$ cat config.mk
export PLATFORM = sky130hd
export DESIGN_NAME = alu_sequencer
export DESIGN_NICKNAME = d
export VERILOG_FILES = /design/src/rtl/alu_seq_pkg.sv /design/src/rtl/alu_seq_regfile.sv /design/src/rtl/alu_sequencer.sv
export SDC_FILE = /design/constraint.sdc
export NUM_CORES = 1
export LEC_CHECK = 0
export BUFFER_PORTS_ARGS = -buffer_cell sky130_fd_sc_hd__buf_4
export CORE_MARGIN = 5
export CORE_UTILIZATION = 35
export DETAILED_ROUTE_END_ITERATION = 8
export GPL_TIMING_DRIVEN = 0
export PLACE_DENSITY = 0.6
export SLEW_MARGIN = 5
export SYNTH_ARGS = -nofsm -noshare
export SYNTH_HDL_FRONTEND = slang
export SYNTH_SLANG_ARGS = --single-unit
export TNS_END_PERCENT = 50
$ cat constraint.sdc
create_clock -name clk -period 2.4 [get_ports clk]
set_input_delay 0.36 -clock clk [delete_from_list [all_inputs] [get_ports clk]]
set_output_delay 0.36 -clock clk [all_outputs]
set_load 0.05 [all_outputs]
$ cat src/rtl/alu_seq_pkg.sv
`default_nettype none
// ============================================================================
// Module   : alu_seq_pkg
// Purpose  : Shared definitions for the ALU sequencer. Holds the opcode
//            constants, the sequencer state type and the register index
//            width.
// Ports    : none (package)
// Revision : 1.0  initial release
// ============================================================================
package alu_seq_pkg;

   localparam int REG_IDX_W = 3;

   localparam logic [3:0] OP_ADD       = 4'b0000;
   localparam logic [3:0] OP_SUB       = 4'b0001;
   localparam logic [3:0] OP_SHL       = 4'b0111;
   localparam logic [3:0] OP_EQ        = 4'b1100;
   localparam logic [3:0] OP_LDI       = 4'b1111;
   localparam logic [3:0] OP_IDLE_CTRL = 4'b1111;

   typedef enum logic [1:0] {
      ST_IDLE = 2'd0,
      ST_EXEC = 2'd1,
      ST_RESP = 2'd2
   } state_t;

   // Opcodes 0000..1100 are forwarded to the external ALU.
   function automatic logic is_alu_op(input logic [3:0] op);
      return (op <= OP_EQ);
   endfunction

endpackage
`default_nettype wire

$ cat src/rtl/alu_seq_regfile.sv
`default_nettype none
// ============================================================================
// Module   : alu_seq_regfile
// Purpose  : NREG x 8-bit register file, two asynchronous read ports and one
//            synchronous write port. All entries clear on rst_n low.
// Ports    : clk, rst_n          clock, async active-low clear
//            ra_addr / ra_data   read port A
//            rb_addr / rb_data   read port B
//            we, wa, wd          write enable, address, data
// Revision : 1.0  initial release
// ============================================================================
module alu_seq_regfile
   import alu_seq_pkg::*;
#(
   parameter int NREG = 8
) (
   input  logic                 clk,
   input  logic                 rst_n,
   input  logic [REG_IDX_W-1:0] ra_addr,
   output logic [7:0]           ra_data,
   input  logic [REG_IDX_W-1:0] rb_addr,
   output logic [7:0]           rb_data,
   input  logic                 we,
   input  logic [REG_IDX_W-1:0] wa,
   input  logic [7:0]           wd
);

   logic [7:0] r_mem [NREG];

   always_ff @(posedge clk or negedge rst_n) begin
      if (!rst_n) begin
         for (int i = 0; i < NREG; i++) begin
            r_mem[i] <= 8'h00;
         end
      end else if (we) begin
         r_mem[wa] <= wd;
      end
   end

   assign ra_data = r_mem[ra_addr];
   assign rb_data = r_mem[rb_addr];

endmodule
`default_nettype wire

$ cat src/rtl/alu_sequencer.sv
`default_nettype none
// ============================================================================
// Module   : alu_sequencer
// Purpose  : Multi-cycle initiator for an external 8-bit combinational ALU.
//            Accepts one instruction at a time, reads operands from an
//            internal register file, issues the ALU operation for one cycle,
//            writes the result back and returns it on a response channel.
// Ports    : clk, rst_n                   clock, async active-low reset
//            instr_valid/ready/op/rd/rs/rt/imm   instruction channel
//            alu_ctrl/x/y (out), alu_out/carry (in)   ALU connection
//            res_valid/ready/data/carry/rd/err   response channel
// Revision : 1.0  initial release
// ============================================================================
module alu_sequencer
   import alu_seq_pkg::*;
#(
   parameter int NREG = 8
) (
   input  logic                 clk,
   input  logic                 rst_n,
   input  logic                 instr_valid,
   output logic                 instr_ready,
   input  logic [3:0]           instr_op,
   input  logic [REG_IDX_W-1:0] instr_rd,
   input  logic [REG_IDX_W-1:0] instr_rs,
   input  logic [REG_IDX_W-1:0] instr_rt,
   input  logic [7:0]           instr_imm,
   output logic [3:0]           alu_ctrl,
   output logic [7:0]           alu_x,
   output logic [7:0]           alu_y,
   input  logic [7:0]           alu_out,
   input  logic                 alu_carry,
   output logic                 res_valid,
   input  logic                 res_ready,
   output logic [7:0]           res_data,
   output logic                 res_carry,
   output logic [REG_IDX_W-1:0] res_rd,
   output logic                 res_err
);

   state_t               r_state;
   state_t               w_next;
   logic                 w_accept;
   logic                 w_we;
   logic [REG_IDX_W-1:0] w_wa;
   logic [7:0]           w_wd;
   logic [7:0]           w_rs_data;
   logic [7:0]           w_rt_data;

   logic [3:0]           r_alu_ctrl;
   logic [7:0]           r_alu_x;
   logic [7:0]           r_alu_y;
   logic [7:0]           r_res_data;
   logic                 r_res_carry;
   logic [REG_IDX_W-1:0] r_res_rd;
   logic                 r_res_err;

   alu_seq_regfile #(
      .NREG (NREG)
   ) u_rf (
      .clk     (clk),
      .rst_n   (rst_n),
      .ra_addr (instr_rs),
      .ra_data (w_rs_data),
      .rb_addr (instr_rt),
      .rb_data (w_rt_data),
      .we      (w_we),
      .wa      (w_wa),
      .wd      (w_wd)
   );

   // State register
   always_ff @(posedge clk or negedge rst_n) begin
      if (!rst_n) begin
         r_state <= ST_IDLE;
      end else begin
         r_state <= w_next;
      end
   end

   // Next-state logic
   always_comb begin
      w_next = r_state;
      case (r_state)
         ST_IDLE: begin
            if (instr_valid) begin
               w_next = is_alu_op(instr_op) ? ST_EXEC : ST_RESP;
            end
         end
         ST_EXEC: w_next = ST_RESP;
         ST_RESP: begin
            if (res_ready) begin
               w_next = ST_IDLE;
            end
         end
         default: w_next = ST_IDLE;
      endcase
   end

   // Output / control decode. instr_ready depends on state only.
   always_comb begin
      instr_ready = (r_state == ST_IDLE);
      res_valid   = (r_state == ST_RESP);
      w_accept    = (r_state == ST_IDLE) && instr_valid;
      // Single write port: ALU results land at the end of EXEC, LDI at
      // its accept edge. The two can never coincide.
      w_we        = 1'b0;
      w_wa        = instr_rd;
      w_wd        = instr_imm;
      if (r_state == ST_EXEC) begin
         w_we = 1'b1;
         w_wa = r_res_rd;
         w_wd = alu_out;
      end else if (w_accept && (instr_op == OP_LDI)) begin
         w_we = 1'b1;
      end
   end

   // Datapath registers: ALU issue and response capture
   always_ff @(posedge clk or negedge rst_n) begin
      if (!rst_n) begin
         r_alu_ctrl  <= OP_IDLE_CTRL;
         r_alu_x     <= 8'h00;
         r_alu_y     <= 8'h00;
         r_res_data  <= 8'h00;
         r_res_carry <= 1'b0;
         r_res_rd    <= '0;
         r_res_err   <= 1'b0;
      end else if (w_accept) begin
         r_res_rd <= instr_rd;
         if (is_alu_op(instr_op)) begin
            // Operands sampled here, before any write-back, so aliased
            // rd/rs/rt see the old register value.
            r_alu_ctrl <= instr_op;
            r_alu_x    <= w_rs_data;
            r_alu_y    <= w_rt_data;
            r_res_err  <= 1'b0;
         end else if (instr_op == OP_LDI) begin
            r_res_data  <= instr_imm;
            r_res_carry <= 1'b0;
            r_res_err   <= 1'b0;
         end else begin
            r_res_data  <= 8'h00;
            r_res_carry <= 1'b0;
            r_res_err   <= 1'b1;
         end
      end else if (r_state == ST_EXEC) begin
         r_res_data  <= alu_out;
         r_res_carry <= alu_carry;
         r_alu_ctrl  <= OP_IDLE_CTRL;
         r_alu_x     <= 8'h00;
         r_alu_y     <= 8'h00;
      end
   end

   assign alu_ctrl  = r_alu_ctrl;
   assign alu_x     = r_alu_x;
   assign alu_y     = r_alu_y;
   assign res_data  = r_res_data;
   assign res_carry = r_res_carry;
   assign res_rd    = r_res_rd;
   assign res_err   = r_res_err;

endmodule
`default_nettype wire

Yosys cells after proc, flatten, opt, wreduce, memory -nomap -nowiden
Cells that the tools add are included.
- muxes and demuxes: 34
- reductions and logical operators: 8
- equality and inequality tests: 7
- magnitude comparators: 5
- bitwise gates (word level): 3
- operators by type and width (cell ; count):
    $mux W8 ; 15
    $bwmux W64 ; 1
    $bmux W8 S3 ; 2
    $demux W8 S3 ; 1
    $ge A4 B4 Y1 const B ; 3
    $mux W4 ; 3
    $not A3 Y4 ; 3
    $mux W1 ; 7
    $mux W2 ; 3
    $pmux W2 S3 ; 1
    $reduce_and A2 Y1 ; 3
    $eq A4 B4 Y1 const B ; 1
    $le A4 B4 Y1 const B ; 1
    $lt A4 B1 Y1 const B ; 1
    $ne A2 B1 Y1 const B ; 2
    $ne A2 B2 Y1 const B ; 2
    $logic_and A1 B1 Y1 ; 3
    $mux W3 ; 1
    $eq A2 B1 Y1 const B ; 1
    $eq A2 B2 Y1 const B ; 1
    $logic_not A2 Y1 ; 1
    $reduce_bool A2 Y1 ; 1
- bits in registers: 99
- output and inout bits: 35

Longest topological paths before layout
- depth in word-level cells: 8
- gate-level depth with buffers: 8

Cells and area by module
A second synthesis with hierarchy kept.
- cell total of the unflattened synthesis: 352
- area total of the unflattened synthesis: 5200.0 sq um
- modules (own cells, without submodules) (module ; times used ; cells an instance ; area an instance (sq um)):
    alu_seq_regfile ; 1 ; 201 ; 3539.6
    alu_sequencer ; 1 ; 151 ; 1660.3

Worst setup path before layout
Ideal clock, no wire load.
- path type: register -> register
- from: register r_res_rd[2] (netlist: res_rd[2])
- to: register u_rf.r_mem[16] (netlist name)
- slack: 0.521 ns
- cell stages (with the launch flop): 6
- data arrival time: 1.731 ns
- path buffers: 1
- period minus slack after synthesis: 1.879 ns
- path through: dfrtp_1 > or4bb_1 > o31ai_2 > and2_1 > buf_2 > a21oi_1
- word-level cells in the longest chain between the ends: 7
- elaborated cells on any way between the ends: 8
- ends and longest elaborated chain (element ; RTL line ; text):
    from (decl) ; alu_sequencer.sv:55 ; logic [REG_IDX_W-1:0] r_res_rd;
    from (signal assigned) ; alu_sequencer.sv:130 ; r_res_rd <= instr_rd;
    $mux W3 * ; alu_sequencer.sv:110 ; if (r_state == ST_EXEC) begin
    $not A3 Y4 (not written as such) * ; alu_seq_regfile.sv:36 ; r_mem[wa] <= wd;
    $ge A4 B4 Y1 (not written as such) / $lt A4 B1 Y1 (equally long branches) ; alu_seq_regfile.sv:36 ;
    $logic_and A1 B1 Y1 (not written as such) ; alu_seq_regfile.sv:36 ;
    $mux W8 (not written as such) ; alu_seq_regfile.sv:36 ;
    $demux W8 S3 * ; alu_seq_regfile.sv:36 ;
    $bwmux W64 * ; alu_seq_regfile.sv:36 ;
    to (signal, indexed assignment) ; alu_seq_regfile.sv:36 ;
    to (decl) ; alu_seq_regfile.sv:28 ; logic [7:0] r_mem [NREG];
Mark *: on every way between the ends. The rest lies on a longest branch, timed or not.
A chain may end at the register's enable or synchronous reset.

Worst setup path after layout
- from: register r_state[0]
- to: register u_rf.r_mem[43] (netlist name)
- word-level cells in the longest chain between the ends: 8
- elaborated cells on any way between the ends: 15
- ends and longest elaborated chain (element ; RTL line ; text):
    from (decl) ; alu_sequencer.sv:41 ; state_t r_state;
    from (signal assigned) ; alu_sequencer.sv:77 ; r_state <= w_next;
    $eq A2 B1 Y1 ; alu_sequencer.sv:110 ;
    $mux W3 ; alu_sequencer.sv:110 ;
    $not A3 Y4 (not written as such) ; alu_seq_regfile.sv:36 ;
    $ge A4 B4 Y1 (not written as such) / $lt A4 B1 Y1 (equally long branches) ; alu_seq_regfile.sv:36 ;
    $logic_and A1 B1 Y1 (not written as such) ; alu_seq_regfile.sv:36 ;
    $mux W8 (not written as such) ; alu_seq_regfile.sv:36 ;
    $demux W8 S3 ; alu_seq_regfile.sv:36 ;
    $bwmux W64 ; alu_seq_regfile.sv:36 ;
Several ways; a longest one is shown, not always the timed one.

==> impl_metrics.csv <==
group,metric,value,unit
drt,drcViolationCount,0,
floorplan,rows,43,
floorplan,boundaryPins,69,
setup_path,crit_arrival,2.55,ns
drt,detail_route.first_pass.iterations,5,
drt,vias,3913,
timing,grt_setup_unrepaired,"true",
setup_path,critical_path_class,"reg -> reg",
layout,num-nets-final,537,
setup_path,worstSetupStartpoint,"r_state[0]",
timing,fin_crit_sh,0.987,
cts,cts_sink_count,99,
timing,report.final.setup_viol,0,
flow_run,max_cap_viol_count,0,
timing,setup_ws,0.0318,ns
min_path,worst_hold_path_type,"in -> reg",
timing,worst_margin_slew,0.991,ns
power,worst_supply_voltage_drop_on_vdd,0.462,mV
floorplan,die-height,130,um
setup_path,r2r_cells,6,
grt,antenna_found_initial,0,
synthesis,synth_enable_flop_cells,0,
placement,port-buffer-count,62,
power,swShare,0.424,
placement,detailed_place.area,5710,um2
synthesis,synthesis.nets,462,
setup_path,critPathRequiredTime,2.58,ns
cts,clk-insertion-delay-late,0.35,ns
synthesis,syn-mean-instance-area,11.7,um2
cts,htree_levels,3,
cts,tritoncts,"done",
floorplan,initial_utilization,0.359,
layout,area.growth.synth_to_final,20.0,%
grt,first_pass_grt_wire_length,22400,um
timing,slew_violations,0,
cts,cts.reportedPaths.clkPinSlew,0.06,ns
drt,drt-total-wl,14100,um
cts,clk_path_buf_depth,2,
power,intPower,4630,uW
drt,violation_count_after_the_first_detailed_route_iteration,254,
grt,grt_start_max_net_pins,100,
layout,final_layout_size_suffix_gt1_frac,0.315,
synthesis,asyncSetResetFlopFracSynth,1.00,
timing,clock-skew-final,0.00882,ns
synthesis,synthDistinctLibCells,39,
synthesis,ys_seq_area_frac,0.495,
floorplan,die_width,130,um
placement,dp_hpwl,9900,um
setup_path,crit-reg2reg-capture,"u_rf.r_mem[43]",
cts,postCtsSetupBuffers,0,
timing,finalHoldWorstSlack,0.210,ns
setup_path,endpoint_kind,"register",
setup_path,setup_slack_reg_to_reg,0.03,ns
cts,cts_buffers,9,
layout,layout.cell_area.non_filler,6020,um2
synthesis,synth-main-ff-cell,"dfrtp_1",
power,power.static_leakage,0.00258,uW
placement,place.gp.congestion,0.846,
synthesis,post_synth_inst_count,428,
timing,timing.max_slew.rel_slack,0.320,
setup_path,setup.worst_path.start_class,"register",
synthesis,post_synth_instance_area,5020,um2
drt,detail_route.vias_per_cell,5.69,
placement,dp_slack,-0.156,ns
status,outcome,"finished, final reports clean",
cts,clock_tree.root_cell,"clkbuf_16",
power,p_sw,3410,uW
setup_path,critical_path.reg2reg.startpoint,"r_state[0]",
power,sequentialPowerShare,0.381,
timing,fmax,0.422,GHz
setup_path,worst-path-max-fanout,10,
floorplan,floorplan.die_area,16800,um2
power,powerDensity,1330,nW/um2
grt,globalRouteOverflowTotal,0,
setup_path,timing.critical_path.to,"u_rf.r_mem[43]",
grt,grt_util_all_layers,0.173,
grt,via_count_of_the_first_global_routing_pass,4046,
timing,hold_viol_final,0,
drt,route.detailed.wl_per_inst,20.4,um
synthesis,ys.warnings.count,0,
timing,final.min_clock_period,2.37,ns
drt,ant_nets,0,
floorplan,fp.coreArea,14000,um2
synthesis,yosys_register_bits,99,
layout,antenna-diode-count,0,
power,clock_power_share,0.164,
power,combinationalPowerShare,0.455,
[how the worst min path moves through the flow]
stage / from / to / slack, ns / depth (start not counted)
5_1_grt: alu_carry / res_carry / 0.22 / 3
2_1_floorplan: rst_n / alu_x[0] / 0.06 / 0
3_3_place_gp: res_err / res_err / 0.47 / 2
3_5_place_dp: res_err / res_err / 0.49 / 2
6_report: alu_carry / res_carry / 0.21 / 3
4_1_cts: alu_carry / res_carry / 0.21 / 3
[cell usage after synthesis, types with 3 or more instances]
cell,n,share of area
clkbuf_1,12,0.0090
o21ai_0,38,0.038
mux4_2,32,0.14
buf_2,20,0.020
a21oi_1,97,0.097
nand3_1,16,0.016
inv_1,4,0.0030
a22o_1,8,0.014
dfstp_2,4,0.021
and2_1,4,0.0050
nor2_1,3,0.0022
buf_1,4,0.0030
nand2_1,13,0.0097
or2_1,3,0.0037
mux2i_1,24,0.048
o21ai_1,8,0.0080
o31ai_2,3,0.0075
mux2_2,8,0.018
dfrtp_1,95,0.47
o21ai_2,8,0.014
[logic make-up after synthesis]
kind of cell | synth area share
multiplexers | 0.209
AND/OR/NAND/NOR | 0.0566
buffers and inverters | 0.0409
flip-flops | 0.495
AO/OA/AOI/OAI | 0.198
[per-layer routing]
| layer | global-route usage | share of wire | vias up |
|---|---|---|---|
| met5 | 0 | 0 | - |
| met4 | 0.0844 | 0.034 | 0 |
| met3 | 0.0246 | 0.065 | 28 |
| met2 | 0.291 | 0.51 | 140 |
| met1 | 0.220 | 0.39 | 1974 |
| li1 | - | - | 1771 |
[per-stage QoR]
| stage | std cells | setup TNS [ns] | power (uW) | util |
|---|---|---|---|---|
| 5_1_grt | 688 | -1.43 | 8530 | 0.431 |
| 4_1_cts | 686 | 0 | 8060 | 0.427 |
| 6_report | 688 | 0 | 8040 | 0.431 |
| 2_1_floorplan | 428 | 0 | 5540 | - |
| 3_5_place_dp | 670 | -0.708 | 6710 | 0.408 |
| 3_3_place_gp | 670 | -0.206 | 6600 | 0.408 |
[cell type report]
| type | count | area, um2 |
|---|---|---|
| timing repair buffer | 64 | 507 |
| clock inverter | 4 | 26.3 |
| clock buffer | 12 | 236 |
| tap | 180 | 225 |
| multi-input combinational | 286 | 2340 |
| sequential | 99 | 2480 |
| buffer | 39 | 191 |
| inverter | 4 | 15.0 |
| fill | 1334 | 7970 |
[layout by cell type (no fill, tap or decap), drive strengths merged, types with 2 or more instances in the layout]
cell type,count
a21oi,97
a22o,8
and2,6
buf,90
clkbuf,24
clkinv,2
dfrtp,95
dfstp,4
inv,5
mux2,8
mux2i,24
mux4,32
nand2,13
nand3,16
nor2,3
nor2b,2
o21ai,54
o31ai,3
o32a,3
or2,3
or4bb,2
[worst max-delay path, cell delays in order, from the launching register on]
cell,delay (ns)
dfrtp_1,0.35
buf_2,0.20
nor2b_1,0.15
buf_4,0.20
buf_2,0.32
mux2i_1,0.84
a21oi_1,0.15
[power by group through the flow]
stage	sequential (uW)	combinational [uW]	clock, uW
after global routing	3160	3950	1420
final	3060	3660	1320
after global placement	3010	3590	0
after CTS	3050	3660	1340
after floorplan	3740	1800	0
after detailed placement	3060	3650	0
[sequential cells by signal (all words and copies together), names as in the netlist]
register / cells
u_rf.r_mem: 64
res_data: 8
r_state: 2
alu_y: 8
res_rd: 3
res_carry: 1
res_err: 1
alu_x: 8
alu_ctrl: 4
[repair_timing]
| item | CTS | global route |
|---|---|---|
| endpoints found under the hold margin | 0 | 1 |
| pin swaps | 0 | 0 |
| gates resized for setup | 1 | 3 |
| hold buffers | 0 | 1 |
| endpoints found under the setup margin | 11 | 40 |
No activity file was read; power rests on OpenSTA's default activity.
